**config.mk**
```make
export PLATFORM = sky130hd
export DESIGN_NAME = id_exe_reg
export DESIGN_NICKNAME = d
export VERILOG_FILES = /design/src/rtl/arm_pkg.sv /design/src/rtl/pipe_reg_en_clr.sv /design/src/rtl/id_exe_reg.sv
export SDC_FILE = /design/constraint.sdc
export NUM_CORES = 1
export LEC_CHECK = 0
export BUFFER_PORTS_ARGS = -buffer_cell sky130_fd_sc_hd__buf_2
export CORE_ASPECT_RATIO = 0.5
export CORE_UTILIZATION = 40
export CTS_BUF_LIST = sky130_fd_sc_hd__clkbuf_16
export CTS_CLUSTER_SIZE = 25
export DETAILED_ROUTE_END_ITERATION = 12
export GPL_ROUTABILITY_DRIVEN = 0
export GPL_TIMING_DRIVEN = 0
export PLACE_DENSITY = 0.79
export SLEW_MARGIN = 40
export SYNTH_ARGS = -nofsm -noshare
export SYNTH_HDL_FRONTEND = slang
export SYNTH_SLANG_ARGS = --single-unit
```
**constraint.sdc**
```tcl
create_clock -name clk -period 1.15 [get_ports clk]
set_input_delay 0.23 -clock clk [delete_from_list [all_inputs] [get_ports clk]]
set_output_delay 0.23 -clock clk [all_outputs]
set_load 0.02 [all_outputs]
```
**src/rtl/arm_pkg.sv**
```systemverilog
// Shared decode/execute types: ALU command encoding, ID/EXE control bundle and datapath fields.
// Types only; no timing or flow-control behaviour of its own.
package arm_pkg;

  typedef enum logic [3:0] {
    CMD_NOP = 4'h0,
    CMD_MOV = 4'h1,
    CMD_ADD = 4'h2,
    CMD_ADC = 4'h3,
    CMD_SUB = 4'h4,
    CMD_SBC = 4'h5,
    CMD_AND = 4'h6,
    CMD_ORR = 4'h7,
    CMD_EOR = 4'h8,
    CMD_MVN = 4'h9,
    CMD_CMP = 4'hA,
    CMD_TST = 4'hB,
    CMD_LDR = 4'hC,
    CMD_STR = 4'hD
  } exe_cmd_t;

  typedef struct packed {
    logic     wb_en;
    logic     mem_r_en;
    logic     mem_w_en;
    logic     b;
    logic     s;
    exe_cmd_t exe_cmd;
  } id_exe_ctrl_t;

  localparam id_exe_ctrl_t CTRL_BUBBLE = '0;

  typedef struct packed {
    logic [31:0] val_rn;
    logic [31:0] val_rm;
    logic        imm;
    logic [11:0] shift_operand;
    logic [23:0] signed_imm_24;
    logic [3:0]  dest;
    logic [3:0]  src1;
    logic [3:0]  src2;
  } id_exe_data_t;

  // Enough for FLUSH_DEPTH up to 3 (reload value 2).
  localparam int unsigned SHADOW_W = 2;

endpackage

```
**src/rtl/pipe_reg_en_clr.sv**
```systemverilog
// Generic pipeline register: async active-low reset, enable, synchronous clear (enable wins over clear).
// One cycle latency; en=0 holds the stored value.
module pipe_reg_en_clr #(
  parameter int W = 8
) (
  input  logic         clk,
  input  logic         rst_n,
  input  logic         en,
  input  logic         clr,
  input  logic [W-1:0] d,
  output logic [W-1:0] q
);

  logic [W-1:0] q_q;

  always_ff @(posedge clk or negedge rst_n) begin
    if (!rst_n) begin
      q_q <= '0;
    end else if (en) begin
      q_q <= clr ? '0 : d;
    end
  end

  assign q = q_q;

endmodule

```
**src/rtl/id_exe_reg.sv**
```systemverilog
// ID/EXE pipeline register: 1-cycle latency; freeze holds all state, flush inserts FLUSH_DEPTH bubbles.
// Optional perf counters (bubble_cnt, stall_cnt) enabled by ID_EXE_PERF_CNT_EN.
module id_exe_reg
  import arm_pkg::*;
#(
  parameter int PC_W        = 32,
  parameter int FLUSH_DEPTH = 1
) (
  input  logic            clk,
  input  logic            reset,
  input  logic            freeze,
  input  logic            flush,
  input  logic [PC_W-1:0] id_pc,
  input  logic            id_wb_en,
  input  logic            id_mem_r_en,
  input  logic            id_mem_w_en,
  input  logic            id_b,
  input  logic            id_s,
  input  logic [3:0]      id_exe_cmd,
  input  logic [31:0]     id_val_rn,
  input  logic [31:0]     id_val_rm,
  input  logic            id_imm,
  input  logic [11:0]     id_shift_operand,
  input  logic [23:0]     id_signed_imm_24,
  input  logic [3:0]      id_dest,
  input  logic [3:0]      id_src1,
  input  logic [3:0]      id_src2,
  output logic [PC_W-1:0] exe_pc,
  output logic            exe_wb_en,
  output logic            exe_mem_r_en,
  output logic            exe_mem_w_en,
  output logic            exe_b,
  output logic            exe_s,
  output logic [3:0]      exe_exe_cmd,
  output logic [31:0]     exe_val_rn,
  output logic [31:0]     exe_val_rm,
  output logic            exe_imm,
  output logic [11:0]     exe_shift_operand,
  output logic [23:0]     exe_signed_imm_24,
  output logic [3:0]      exe_dest,
  output logic [3:0]      exe_src1,
  output logic [3:0]      exe_src2,
  output logic            exe_valid,
  output logic            flush_active
`ifdef ID_EXE_PERF_CNT_EN
  ,
  output logic [31:0]     bubble_cnt,
  output logic [31:0]     stall_cnt
`endif
);

  localparam int DATA_W = PC_W + $bits(id_exe_data_t);
  localparam logic [SHADOW_W-1:0] SHADOW_RELOAD = SHADOW_W'(FLUSH_DEPTH - 1);

  id_exe_ctrl_t        ctrl_d, ctrl_q;
  id_exe_data_t        dp_d, dp_q;
  logic [PC_W-1:0]     pc_q;
  logic [DATA_W-1:0]   data_d, data_q;
  logic [SHADOW_W-1:0] shadow_d, shadow_q;
  logic                valid_d, valid_q;
  logic                bubble;

  assign ctrl_d = '{
    wb_en:    id_wb_en,
    mem_r_en: id_mem_r_en,
    mem_w_en: id_mem_w_en,
    b:        id_b,
    s:        id_s,
    exe_cmd:  exe_cmd_t'(id_exe_cmd)
  };

  assign dp_d = '{
    val_rn:        id_val_rn,
    val_rm:        id_val_rm,
    imm:           id_imm,
    shift_operand: id_shift_operand,
    signed_imm_24: id_signed_imm_24,
    dest:          id_dest,
    src1:          id_src1,
    src2:          id_src2
  };

  assign data_d = {id_pc, dp_d};

  // A flush or a live shadow count both kill the incoming instruction.
  assign bubble = flush || (shadow_q != '0);

  always_comb begin
    shadow_d = shadow_q;
    valid_d  = !bubble;
    if (flush) begin
      shadow_d = SHADOW_RELOAD;
    end else if (shadow_q != '0) begin
      shadow_d = shadow_q - 1'b1;
    end
  end

  always_ff @(posedge clk or negedge reset) begin
    if (!reset) begin
      shadow_q <= '0;
      valid_q  <= 1'b0;
    end else if (!freeze) begin
      shadow_q <= shadow_d;
      valid_q  <= valid_d;
    end
  end

  pipe_reg_en_clr #(.W($bits(id_exe_ctrl_t))) u_ctrl_reg (
    .clk   (clk),
    .rst_n (reset),
    .en    (!freeze),
    .clr   (bubble),
    .d     (ctrl_d),
    .q     (ctrl_q)
  );

  // Datapath is never cleared; it is meaningless while the control bits are zero.
  pipe_reg_en_clr #(.W(DATA_W)) u_data_reg (
    .clk   (clk),
    .rst_n (reset),
    .en    (!freeze),
    .clr   (1'b0),
    .d     (data_d),
    .q     (data_q)
  );

  assign {pc_q, dp_q} = data_q;

  assign exe_pc            = pc_q;
  assign exe_wb_en         = ctrl_q.wb_en;
  assign exe_mem_r_en      = ctrl_q.mem_r_en;
  assign exe_mem_w_en      = ctrl_q.mem_w_en;
  assign exe_b             = ctrl_q.b;
  assign exe_s             = ctrl_q.s;
  assign exe_exe_cmd       = ctrl_q.exe_cmd;
  assign exe_val_rn        = dp_q.val_rn;
  assign exe_val_rm        = dp_q.val_rm;
  assign exe_imm           = dp_q.imm;
  assign exe_shift_operand = dp_q.shift_operand;
  assign exe_signed_imm_24 = dp_q.signed_imm_24;
  assign exe_dest          = dp_q.dest;
  assign exe_src1          = dp_q.src1;
  assign exe_src2          = dp_q.src2;
  assign exe_valid         = valid_q;
  assign flush_active      = (shadow_q != '0);

`ifdef ID_EXE_PERF_CNT_EN
  logic [31:0] bubble_cnt_q, stall_cnt_q;

  always_ff @(posedge clk or negedge reset) begin
    if (!reset) begin
      bubble_cnt_q <= '0;
      stall_cnt_q  <= '0;
    end else if (freeze) begin
      stall_cnt_q <= stall_cnt_q + 32'd1;
    end else if (bubble || (ctrl_d == CTRL_BUBBLE)) begin
      bubble_cnt_q <= bubble_cnt_q + 32'd1;
    end
  end

  assign bubble_cnt = bubble_cnt_q;
  assign stall_cnt  = stall_cnt_q;
`endif

endmodule
```
# Word-level counts from Yosys, hierarchy flattened
# Index checks and enable logic that the tools add are counted.
[word_totals]
ff_bits = 157
out_inout_bits = 156
word_cells = 14
input_bits = 158
[classes]
bitwise = 1
muxes = 3
n_reduce_logical = 5
n_addsub = 1
[op_table]
columns = ["operator", "n"]
rows = [
  ["9-bit two-way mux", 1],
  ["2-bit two-way mux", 2],
  ["2-bit nonzero test", 2],
  ["2-bit AND reduction", 1],
  ["2-bit by 1-bit subtractor with 2-bit output, second input constant", 1],
  ["1-bit logical NOT", 1],
  ["1-bit logical OR", 1],
  ["1-bit inverter", 1],
]

# Depth between registers and ports, before layout
[logic_depth]
ltp_word = 3
depth_mapped = 6
ltp_nobuf = 5

# Hierarchy
# Synthesis repeated with hierarchy kept, for this count alone.
[unflattened]
hier_cells = 683
area_unflattened_um2 = 6884.1
[by_module_without_submodules]
columns = ["module", "n_inst", "cells_each", "seq_area_each_um2", "area_each_um2"]
rows = [
  ["pipe_reg_en_clr (u_data_reg)", 1, 627, 3628.5, 6282.3],
  ["pipe_reg_en_clr (u_ctrl_reg)", 1, 38, 225.2, 449.2],
  ["id_exe_reg", 1, 18, 75.1, 152.6],
]

# Worst setup path before layout
# Ideal clock, no wire load.
[synth_path]
path_kind = "reg-to-reg"
from = "register shadow_q[0]"
to = "register shadow_q[1]"
t_required_ns = 1.021
setup_time_ns = 0.129
path_slack_ns = -0.064
path_buffers = 1
stages_incl_launch_ff = 7
arrival_time_ns = 1.085
cell_sequence = "dfrtp_1 inv_1 ha_1 nor2b_1 buf_2 o21ai_0 o41ai_1"
[synth_between]
elab_chain_len = 3
elab_cells_between_ends = 6
cone_classes = "add/sub: 1; mux: 2; reduce/logical: 3"
[synth_rtl]
columns = ["item", "line", "rtl"]
rows = [
  ["start: declaration", "id_exe_reg.sv:59", "logic [SHADOW_W-1:0] shadow_d, shadow_q;"],
  ["start signal: assignment", "id_exe_reg.sv:103", "shadow_q <= shadow_d;"],
  ["2-bit by 1-bit subtractor with 2-bit output / 2-bit nonzero test (equally long branches)", "id_exe_reg.sv:94, id_exe_reg.sv:93", ""],
  ["2-bit two-way mux / 2-bit nonzero test (equally long branches)", "-", ""],
  ["2-bit two-way mux / 2-bit AND reduction (equally long branches)", "-", ""],
]
# Parallel ways exist; a longest one is shown, timed or not. The select of a mux whose other input is x is not followed.
# A chain may end at the register's enable or synchronous reset.

# Worst setup path after layout
[layout_path]
from = "register shadow_q[0]"
to = "output flush_active"
[layout_between]
elab_chain_len = 1
[layout_rtl]
columns = ["item", "line", "rtl"]
rows = [
  ["2-bit nonzero test", "id_exe_reg.sv:145", "assign flush_active = (shadow_q != '0);"],
  ["end: declaration", "id_exe_reg.sv:44", "output logic flush_active"],
]
# No other way between the ends.

==> flow_metrics.tcl <==
set metrics [dict create \
    cts_tree "done" \
    synth_top_cell_area_share 0.667 \
    yosysSeqAreaShare 0.667 \
    grt_pass1_wl_um 26000 \
    path_cells "inv_2, ha_4, inv_2, buf_6" \
    grt-ovfl-total 0 \
    slew_violations 0 \
    placementRows 30 \
    die_x_um 174 \
    power_density_mw_per_mm2 1650 \
    cp_data_required_time_ns 0.92 \
    cpMaxStageDelayCell "dfrtp_1" \
    criticalPathCategory "flop to primary output" \
    synth_xor_area_frac 0 \
    post-place-ws_ns -0.244 \
    relSlewSlack 0.621 \
    synth_mux_area_frac 0.279 \
    clkTransAtPathRegs_ns 0.07 \
    yosysWarnings 0 \
    syn_nets 519 \
    yosysTopAreaCell "dfrtp_1" \
    cpMostUsedCell "inv_2" \
    holdPathStages 2 \
    n_antenna_cell 0 \
    drtIter0Drc 157 \
    first_pass_iters 4 \
    crit_arrival_ns 1.16 \
    slowest_delay_ns 0.40 \
    final_area_mm2 0.00979 \
    synth_compound_area_frac 0.0108 \
    critPathLaunchType "flop" \
    place_area_mm2 0.00776 \
    antenna_found_initial 0 \
    area_delta_synth_final_pct 66.3 \
    clock-sinks 157 \
    cts_made_buffers 17 \
    yosys_register_bits 157 \
    fmax_mhz 718 \
    post_route_cells_drive_above_1_share 0.750 \
    routed_wl_um 17500 \
    syn_area_mm2 0.00589 \
    p_leak_nw 4.75 \
    die_area_mm2 0.0152 \
    routedWlPerCell_um 18.5 \
    ant_nets 0 \
    ios 314 \
    core_area_mm2 0.0140 \
    ir_worst_vdd_mv 0.920 \
    maxCapViolations 0 \
    dieHeight_um 87.8 \
    syn_inst 360 \
    grt_pass1_vias 4880 \
    rsz0062_at_grt "true" \
    critPathTopFamily "flip-flops" \
    hp-class "input port to flop" \
    cts.htree.levels 4 \
    finalSetupViolCount 108 \
    reg2reg_depth 7 \
    vias 4451 \
    status "finished with violations" \
    path_depth 4 \
    hold_violations 0 \
    path_buf_inv 3 \
    crit_fanout 2 \
    start_util 0.422 \
    yosysUniqueCellTypes 13 \
    critPathCaptureType "primary output" \
    final_nets 904 \
    fin_crit_sh 1.21 \
    tightestPinTransition_ns 0.568 \
    io_buffer_count 312 \
    via_per_inst 4.70 \
    synth_top_family_by_area "multiplexers" \
    min_period_ns 1.39 \
    grt_max_degree 69 \
    clk-insertion-delay-late_ns 0.40 \
    synthTopCellsByArea "dfrtp_1, mux2_2, buf_4, nand2_1, o21ai_0" \
    dp_hpwl_um 11300 \
    skew_ns 0.00758 \
    postLayoutCoreUtil 0.701 \
    clk_path_buf_depth 2 \
    synthAdderAreaFrac 0.00212 \
    fill_cells 934 \
    synth-simple-area-share 0.0144 \
    setup_ws_ns -0.242 \
    gr-usage-all-layers 0.224 \
    synth_area_per_cell_um2 16.4 \
    violations "negative setup slack" \
    drc 0 \
    ctsRootBufferMaster "clkbuf_16" \
]
[final cells by class]
| type | count | area, µm² | share of cell area |
|---|---|---|---|
| well taps | 192 | 240 | 0.0245 |
| inverters | 3 | 11.3 | 0.00115 |
| flip-flops and latches | 157 | 3930 | 0.401 |
| repair buffers | 366 | 3060 | 0.313 |
| clock buffers | 17 | 425 | 0.0434 |
| multi-input cells | 180 | 1840 | 0.188 |
| clock inverters | 13 | 130 | 0.0133 |
| plain buffers | 20 | 149 | 0.0152 |
[cells in the final DEF (no fill, tap or decap), types with 3 or more instances in the layout]
cell,n
mux2_2,146
buf_4,55
clkinv_4,4
buf_6,162
inv_2,3
clkinv_2,4
nand2_1,19
o21ai_1,9
dfrtp_1,157
clkbuf_16,19
buf_2,160
[power breakdown]
part           switching [mW]  internal [mW]  total (mW)  leakage (nW)
Combinational            1.86           2.30        4.16          2.62
Sequential              0.453           6.14        6.59          1.85
Clock                    2.23           3.16        5.39         0.281
[layer usage]
metal	share of wire	global-route usage	wire length, µm	vias up
met4	0.025	0.0861	436	0
met3	0.035	0.0447	608	37
met2	0.56	0.433	9850	124
met5	0	0	0	-
met1	0.38	0.250	6650	2274
li1	-	-	-	2016
[flip-flops by register name (all words and copies together) (netlist names)]
| signal | flops |
|---|---|
| exe_valid | 1 |
| shadow_q | 2 |
| u_ctrl_reg.q | 9 |
| u_data_reg.q | 145 |
[logic make-up (layout without fill, tap and decap cells)]
logic type,Yosys count,after routing
fa+ha+maj,1,1
mux,146,146
compound gates,12,12
simple gates,21,21
flops,157,157
buf+inv,23,419
[Yosys cell counts]
cell type / count
buf_6: 3
o21ai_0: 11
dfrtp_1: 157
nand2_1: 19
inv_1: 3
buf_4: 10
clkbuf_1: 1
nor2b_1: 1
or4_1: 1
o41ai_1: 1
mux2_2: 146
ha_1: 1
buf_2: 6
[timing repair]
| item | 4_1_cts | 5_1_grt |
|---|---|---|
| hold endpoints to repair | 38 | 0 |
| endpoints found under the setup margin | 167 | 233 |
| buffers inserted | 25 | 21 |
| hold buffers | 3 | 0 |
| pin swaps | 2 | 1 |
| resized for setup | 332 | 2 |
| gates cloned | 1 | 2 |
[final timing paths]
check | startpoint | to | slack [ns]
worst min-delay path | id_imm | u_data_reg.q[48]$_DFFE_PN0N_ | 0.06
max in group asynchronous | reset | u_ctrl_reg.q[6]$_DFFE_PN0N_ | 0.18
worst min register to register | u_ctrl_reg.q[6]$_DFFE_PN0N_ | u_ctrl_reg.q[6]$_DFFE_PN0N_ | 0.51
worst max-delay path | shadow_q[0]$_DFFE_PN0P_ | flush_active | -0.24
min in group asynchronous | reset | u_data_reg.q[6]$_DFFE_PN0N_ | 0.46
worst max register to register | shadow_q[0]$_DFFE_PN0P_ | u_ctrl_reg.q[7]$_DFFE_PN0N_ | -0.22
[through the flow]
step	hold WS (ns)	setup TNS [ns]	cells	power (mW)
after floorplan	-0.0656	-0.00473	360	8.12
after global placement	0.461	-398.16	864	9.25
after detailed placement	0.0864	-23.25	866	9.39
after CTS	0.0437	-4.20	925	16.0
after global routing	0.0374	-9.82	948	16.8
final	0.0557	-3.64	948	16.1
Power figures use the tool's default switching activity.
